File: src/rtl/rotate_right_sequencer.sv
// Command-level controller for an external free-running rotate-right register:
// loads command data, counts rotation clocks, captures and returns the result.
module rotate_right_sequencer #(
    parameter int WIDTH = 16,
    parameter int AMT_W = 4
) (
    input  logic             i_clk,
    input  logic             i_rst_n,
    input  logic             i_cmd_valid,
    output logic             o_cmd_ready,
    input  logic [WIDTH-1:0] i_cmd_data,
    input  logic [AMT_W-1:0] i_cmd_amt,
    input  logic             i_abort,
    output logic             o_res_valid,
    input  logic             i_res_ready,
    output logic [WIDTH-1:0] o_res_data,
    output logic             o_busy,
    output logic             o_reg_rst,
    output logic             o_reg_load,
    output logic [WIDTH-1:0] o_reg_din,
    input  logic [WIDTH-1:0] i_reg_dout
);

    typedef enum logic [1:0] {IDLE, LOAD, ROT, RESP} state_t;

    state_t           state, state_nxt;
    logic [AMT_W-1:0] cnt, cnt_nxt;
    logic [WIDTH-1:0] din_q, din_nxt;
    logic [WIDTH-1:0] res_q, res_nxt;

    always_ff @(posedge i_clk or negedge i_rst_n) begin
        if (!i_rst_n) begin
            state <= IDLE;
            cnt   <= '0;
            din_q <= '0;
            res_q <= '0;
        end else begin
            state <= state_nxt;
            cnt   <= cnt_nxt;
            din_q <= din_nxt;
            res_q <= res_nxt;
        end
    end

    always_comb begin
        state_nxt = state;
        cnt_nxt   = cnt;
        din_nxt   = din_q;
        res_nxt   = res_q;
        case (state)
            IDLE: begin
                if (i_cmd_valid) begin
                    din_nxt   = i_cmd_data;
                    cnt_nxt   = i_cmd_amt;
                    state_nxt = LOAD;
                end
            end
            LOAD: begin
                if (i_abort) begin
                    cnt_nxt   = '0;
                    state_nxt = IDLE;
                end else begin
                    state_nxt = ROT;
                end
            end
            ROT: begin
                // Abort beats capture, so a dropped command never yields a result.
                if (i_abort) begin
                    cnt_nxt   = '0;
                    state_nxt = IDLE;
                end else if (cnt == '0) begin
                    res_nxt   = i_reg_dout;
                    state_nxt = RESP;
                end else begin
                    cnt_nxt = cnt - 1'b1;
                end
            end
            RESP: begin
                if (i_res_ready) state_nxt = IDLE;
            end
            default: state_nxt = IDLE;
        endcase
    end

    // Register held in clear whenever no rotation is in progress.
    assign o_cmd_ready = (state == IDLE);
    assign o_res_valid = (state == RESP);
    assign o_busy      = (state != IDLE);
    assign o_reg_rst   = (state == IDLE) || (state == RESP);
    assign o_reg_load  = (state == LOAD);
    assign o_reg_din   = din_q;
    assign o_res_data  = res_q;

endmodule

File: config.mk
export PLATFORM = sky130hd
export DESIGN_NAME = rotate_right_sequencer
export DESIGN_NICKNAME = d
export VERILOG_FILES = /design/src/rtl/rotate_right_sequencer.sv
export SDC_FILE = /design/constraint.sdc
export NUM_CORES = 1
export LEC_CHECK = 0
export ABC_AREA = 1
export CAP_MARGIN = 20
export CORE_UTILIZATION = 37
export CTS_BUF_LIST = sky130_fd_sc_hd__clkbuf_16
export DETAILED_ROUTE_END_ITERATION = 16
export PLACE_DENSITY_LB_ADDON = 0.12
export SKIP_LAST_GASP = 1
export SLEW_MARGIN = 20
export SYNTH_ARGS = -nofsm -noshare
export SYNTH_HDL_FRONTEND = slang
export SYNTH_SLANG_ARGS = --single-unit
File: constraint.sdc
create_clock -name i_clk -period 1.5 [get_ports i_clk]
set_clock_uncertainty 0.1 [all_clocks]
set_input_delay 0.15 -clock i_clk [delete_from_list [all_inputs] [get_ports i_clk]]
set_output_delay 0.15 -clock i_clk [all_outputs]
set_load 0.005 [all_outputs]
==> reports/qor.yml, run 1 <==
synthesis:
  synth_seq_cells: 38
  seq_area_frac_synth_pct: 56.0
  synth_top_area_share_pct: 56.0
  synth_common_cells: "nand2_1, dfrtp_1, mux2_2"
  syn_avg_cell_area_um2: 9.98
  synth-edff-count: 0
  syn_area_um2: 1700
  yosysWarnings: 0
  synth_cell_types: 17
  postSynth.topFlopCell: "dfrtp_1"
  postSynth.asyncResetShare_pct: 100
  synth_most_common_cell: "nand2_1"
  yosysTopAreaCell: "dfrtp_1"
  synthTopCellsByArea: "dfrtp_1, nand2_1, mux2_2, ha_1, inv_1"
  synthCells: 170
  syn-num-nets: 219
floorplanning:
  fp.coreArea_um2: 4380
  num_io_pins: 78
  rows: 24
  die_area_um2: 4860
  die_h_um: 69.7
  die_w_um: 69.7
  start_util_pct: 38.7
timing:
  fin_ws_ps: 49.5
  setup_violations: 0
  finalSetupTns_ps: 0
  relSlewSlack_pct: 68.6
  worstMarginPinSlew_ps: 472
  rsz0062_at_grt: "yes"
  fmax_ghz: 0.689
  hold_viol_final: 0
  period_minus_slack_ps: 1450
  slew_violations: 0
  period_share_pct: 96.7
layout:
  area_growth_pct: 66.4
  postLayoutCoreUtil_pct: 64.4
  antennaDiodeCount: 0
  drive_gt1_share_pct: 21.0
  final_nets: 315
cts:
  cts_sinks: 38
  htreeDepth: 2
  cts_tree: "built"
  insertion_delay_ps: 270
  clockBufferDepth: 2
  numCtsBuffers: 5
  root_buffer: "clkbuf_16"
  path_clk_slew_ps: 50
route:
  drc_errors: 0
  vias_per_cell: 4.54
  wl_per_cell_um: 12.2
  detail-route-antenna-nets: 0
  drt-total-wl_um: 3880
  first_pass_iters: 4
  drtIter0Drc: 92
  num_vias: 1448
placement:
  pre_cts_ws_ps: -41.6
  portBuffers: 77
  place.gp.congestion: 0.763
  place_hpwl_um: 2740
worst_setup_path:
  critPathMaxFanout: 6
  crit_arrival_ps: 1500
  end_kind: "flip-flop"
  worstPathRequired_ps: 1550
  critPathKind: "flip-flop to flip-flop"
  start_kind: "flip-flop"
global_route:
  grt_pass1_vias: 1365
  grt_max_degree: 39
  grt_antenna_before_repair: 0
  grt_overflow_total: 0
  grt.total_usage_pct: 16.6
  grt_pass1_wl_um: 6330
flow_run:
  drv_cap: 0
outcome:
  status: "finished, final reports clean"
pwr:
  power_density_nw_per_um2: 1900
  ir_drop_v: 0.00110
  leakage_nw: 1.35
min_path:
  hp-class: "primary input to flip-flop"
-- repair_timing --
action,CTS,global route
setup buffers,3,1
hold buffers,1,0
pin swaps,2,4
resized for setup,12,23
endpoints found under the setup margin,8,26
cloned,0,0
hold endpoints to repair,38,0
-- flip-flops by register name, summed over array words and instances (netlist names) --
signal and cells:
state 2, cnt 4, o_res_data 16, o_reg_din 16
-- worst paths after layout --
path / startpoint / end / slack [ps] / cells past startpoint
worst min-delay path: i_reg_dout[10] / o_res_data[10] / 310 / 3
min in group asynchronous: i_rst_n / o_res_data[10] / 350 / 3
worst max register to register: state[0] / cnt[0] / 50 / 8
max in group asynchronous: i_rst_n / o_reg_din[0] / 620 / 3
worst max-delay path: state[0] / cnt[0] / 50 / 8
worst min register to register: o_res_data[14] / o_res_data[14] / 370 / 2
-- cells by family (layout without fill, tap and decap cells) --
logic type / after synthesis / in the layout / synth area share, %
muxes: 16 / 16 / 10.6
buffers and inverters: 15 / 112 / 4.06
xor gates and xnor gates: 1 / 1 / 0.516
DFF: 38 / 38 / 56.0
adders and majority gates: 8 / 8 / 5.90
AOI/OAI and AO/OA: 9 / 9 / 2.80
and+or+nand+nor: 83 / 83 / 20.1
-- layout by cell type, fill, tap and decap left out, types with 4 or more instances in the layout --
cell             netlist  final
buf_4                  1     11
clkbuf_16              0      5
clkdlybuf4s50_1        0     71
dfrtp_1               38     38
ha_1                   8      4
inv_1                 11      8
mux2_2                16     16
nand2_1               70     67
nor2_1                 6      5
o21ai_1                0      5
-- report_power, final --
| group | internal (W) | switching (W) | total, W |
|---|---|---|---|
| clock network | 0.000605 | 0.000382 | 0.000987 |
| registers | 0.00152 | 0.000248 | 0.00177 |
| logic | 0.00160 | 0.00102 | 0.00262 |
-- worst max-delay path, cell delays in order (launching register included) --
cell and delay [ps]:
dfrtp_1 390, inv_2 100, ha_2 210, nand2_4 80, nor2_8 120, nor2_1 60
buf_4 150, nand2_1 60, o21ai_0 70
-- routing by layer --
layer / GRT usage (%) / wire (um) / part of all wire [%] / vias to the layer above
met5: 0 / 0 / 0 / -
met4: 4.67 / 40 / 1.0 / 0
met3: 3.63 / 275 / 7.1 / 5
met2: 26.2 / 1830 / 47 / 56
met1: 23.1 / 1740 / 45 / 663
li1: - / - / - / 724
-- per-stage QoR --
step,instances,total power (W),area [um2],hold slack (ps)
2_1_floorplan,170,0.00282,1710,-246
3_3_place_gp,307,0.00422,2600,129
3_5_place_dp,307,0.00427,2600,127
4_1_cts,318,0.00531,2770,307
5_1_grt,319,0.00577,2820,329
6_report,319,0.00538,2820,309
-- area by class of cell --
type | count | area (um2)
Clock inverter | 3 | 16.3
Inverter | 12 | 47.5
Clock buffer | 5 | 125
Multi-Input combinational cell | 117 | 737
Timing Repair Buffer | 92 | 881
Sequential cell | 38 | 951
Fill cell | 395 | 1560
Tap cell | 52 | 65.1
(Power assumes the default switching activity.)
==> inputs of run 2 (changes only) <==
--- a/config.mk
+++ b/config.mk
@@ -10,6 +10,7 @@
 export CORE_UTILIZATION = 37
 export CTS_BUF_LIST = sky130_fd_sc_hd__clkbuf_16
 export DETAILED_ROUTE_END_ITERATION = 16
+export GPL_TIMING_DRIVEN = 0
 export PLACE_DENSITY_LB_ADDON = 0.12
 export SKIP_LAST_GASP = 1
 export SLEW_MARGIN = 20
==> run 2 against run 1 <==
Compared with the run above:
- the flow now finishes with violations (setup timing)
- worst setup slack worse by 60 ps
- critical path depth rose by 1
- count of clock-buffer cells in the layout unchanged
- wire length decreased by 2.2%
- via count down 1.0%
- first-iteration DRC count is 24% lower
- largest cell class unchanged
- largest power group unchanged
- highest routed layer unchanged
==> reports/qor.yml, run 2 (synthesis results as in run 1) <==
outcome:
  status: "finished, violations left"
  violations: "setup timing"
layout:
  final_common_cell: "clkdlybuf4s50_1"
  area_growth_pct: 72.0
  final_cell_mix: "clkdlybuf4s50_1, nand2_1, dfrtp_1, mux2_2, buf_4"
  final_nets: 316  # +0.32%
  instances_no_fill: 320  # +0.31%
  drive_gt1_share_pct: 23.1  # +2.2 points
  antennaDiodeCount: 0  # unchanged
  n_fill_cell: 362  # -8.4%
cts:
  path_clk_slew_ps: 60  # about the same
  clockBufferDepth: 2  # unchanged
  htreeDepth: 2  # unchanged
  cts_tree: "built"
  numCtsBuffers: 5  # unchanged
  cts_sinks: 38  # unchanged
  insertion_delay_ps: 270  # about the same
  root_buffer: "clkbuf_16"
floorplanning:
  die_h_um: 69.7  # unchanged
  start_util_pct: 38.7  # unchanged
  die_w_um: 69.7  # unchanged
  num_io_pins: 78  # unchanged
  rows: 24  # unchanged
  fp.coreArea_um2: 4380  # unchanged
  die_area_um2: 4860  # unchanged
route:
  num_vias: 1433  # -1.0%
  first_pass_iters: 4  # unchanged
  drtIter0Drc: 70  # -24%
  detail-route-antenna-nets: 0  # unchanged
  vias_per_cell: 4.48  # -1.3%
  wl_per_cell_um: 11.9  # -2.5%
  drt-total-wl_um: 3800  # -2.2%
  drc_errors: 0  # unchanged
worst_setup_path:
  cp-startpoint: "state[0]"
  worstPathRequired_ps: 1570  # +20 ps
  end_kind: "flip-flop"
  timing.rr.start: "state[0]"
  start_kind: "flip-flop"
  rr_worst_depth: 9  # +1
  crit_arrival_ps: 1580  # +80 ps
  critPathKind: "flip-flop to flip-flop"
  critPathMaxFanout: 10  # +4
  crit_chain: "inv_2, buf_6, ha_4, nand2_4, nor2_8, inv_4, buf_8, nand2_1, nand2_1"
  r2r-end: "o_res_data[12]"
  cp_common_cell: "nand2_1"
  slowest_stage: "dfrtp_1"
  slowest_delay_ps: 400  # about the same
  r2r_slack_ps: -10  # -60 ps
timing:
  rsz0062_at_grt: "yes"
  relSlewSlack_pct: 68.7  # +0.15 points
  fin_ws_ps: -10.9  # -60.4 ps
  setup_violations: 12  # +12
  slew_violations: 0  # unchanged
  period_share_pct: 101  # +4.0 points
  fmax_ghz: 0.662  # -4.0%
  worstMarginPinSlew_ps: 469  # -2.23 ps
  hold_viol_final: 0  # unchanged
  period_minus_slack_ps: 1510  # +60.4 ps
placement:
  place_inst: 300  # -2.3%
  pre_cts_ws_ps: -248  # -206 ps
  portBuffers: 77  # unchanged
  place.gp.congestion: 0.754  # -1.3%
  place_hpwl_um: 2690  # -1.9%
pwr:
  leakage_nw: 1.39  # +3.2%
  ir_drop_v: 0.00108  # -1.6%
  power_density_nw_per_um2: 1940  # +2.1%
global_route:
  grt_antenna_before_repair: 0  # unchanged
  grt_pass1_wl_um: 6550  # +3.4%
  grt_overflow_total: 0  # unchanged
  grt_pass1_vias: 1371  # +0.44%
  grt.total_usage_pct: 17.4  # +0.79 points
  grt_max_degree: 21  # -46%
min_path:
  hp-class: "primary input to async pin"
flow_run:
  drv_cap: 0  # unchanged
## run 2: cell types whose count changed in the layout (fill, tap and decap cells not counted), moves of 2 or more
cell | previous run | this run
buf_4 | 11 | 8
buf_6 | 3 | 5
bufinv_16 | 0 | 2
nand2_1 | 67 | 65
nand2_2 | 3 | 5
o21ai_0 | 3 | 5
o21ai_1 | 5 | 3
## run 2: worst max path at each step
stage	to	slack, ps	cells past startpoint
2_1_floorplan	o_reg_din[10]	20	5
3_3_place_gp	o_reg_din[2]	-770	1
3_5_place_dp	o_reg_rst	-250	4
4_1_cts	o_reg_load	-50	3
5_1_grt	o_res_data[13]	-90	9
6_report	o_res_data[12]	-10	9
## run 2: where the power goes
group / switching (W) / internal [W]
logic: 0.000988 / 0.00156
registers: 0.000252 / 0.00152
clock network: 0.000400 / 0.000955
## run 2: stage by stage
step | setup TNS (ps) | power (W) | hold WS (ps) | cell area [um2] | util [%]
floorplan | 0 | 0.00282 | -246 | 1710 | -
global placement | -32620 | 0.00411 | 353 | 2550 | 58.1
detailed placement | -3540 | 0.00414 | 30.1 | 2570 | 58.6
CTS | -146 | 0.00570 | 267 | 2880 | 65.7
global route | -1430 | 0.00607 | 302 | 2920 | 66.6
finish | -56.8 | 0.00567 | 261 | 2920 | 66.6
## run 2: cell type report
| class | instances | area (um2) | share of cell area (%) |
|---|---|---|---|
| Timing Repair Buffer | 91 | 896 | 30.7 |
| Inverter | 12 | 47.5 | 1.63 |
| Sequential cell | 38 | 951 | 32.6 |
| Clock buffer | 5 | 125 | 4.29 |
| Tap cell | 52 | 65.1 | 2.23 |
| Multi-Input combinational cell | 117 | 742 | 25.4 |
| Clock inverter | 3 | 68.8 | 2.36 |
| Buffer | 2 | 22.5 | 0.772 |
## run 2: what timing repair did
item	CTS	global route
hold buffers	1	0
buffers inserted	9	3
pin swaps	2	7
hold endpoints to repair	18	0
resized for setup	17	22
setup endpoints to repair	34	34
## run 2: worst max-delay path: cells and delay by family (launching register included)
| kind | cells | cell delay [ps] |
|---|---|---|
| buffers and inverters | 4 | 420 |
| DFF | 1 | 400 |
| and+or+nand+nor | 4 | 350 |
| adders and majority gates | 1 | 140 |
## run 2: metal layers
layer / vias to the layer above / track usage [%] / share of wire [%]
met5: - / 0 / 0
met4: 0 / 6.00 / 1.2
met3: 5 / 5.81 / 5.2
met2: 45 / 26.6 / 46
met1: 652 / 23.1 / 47
li1: 731 / - / -
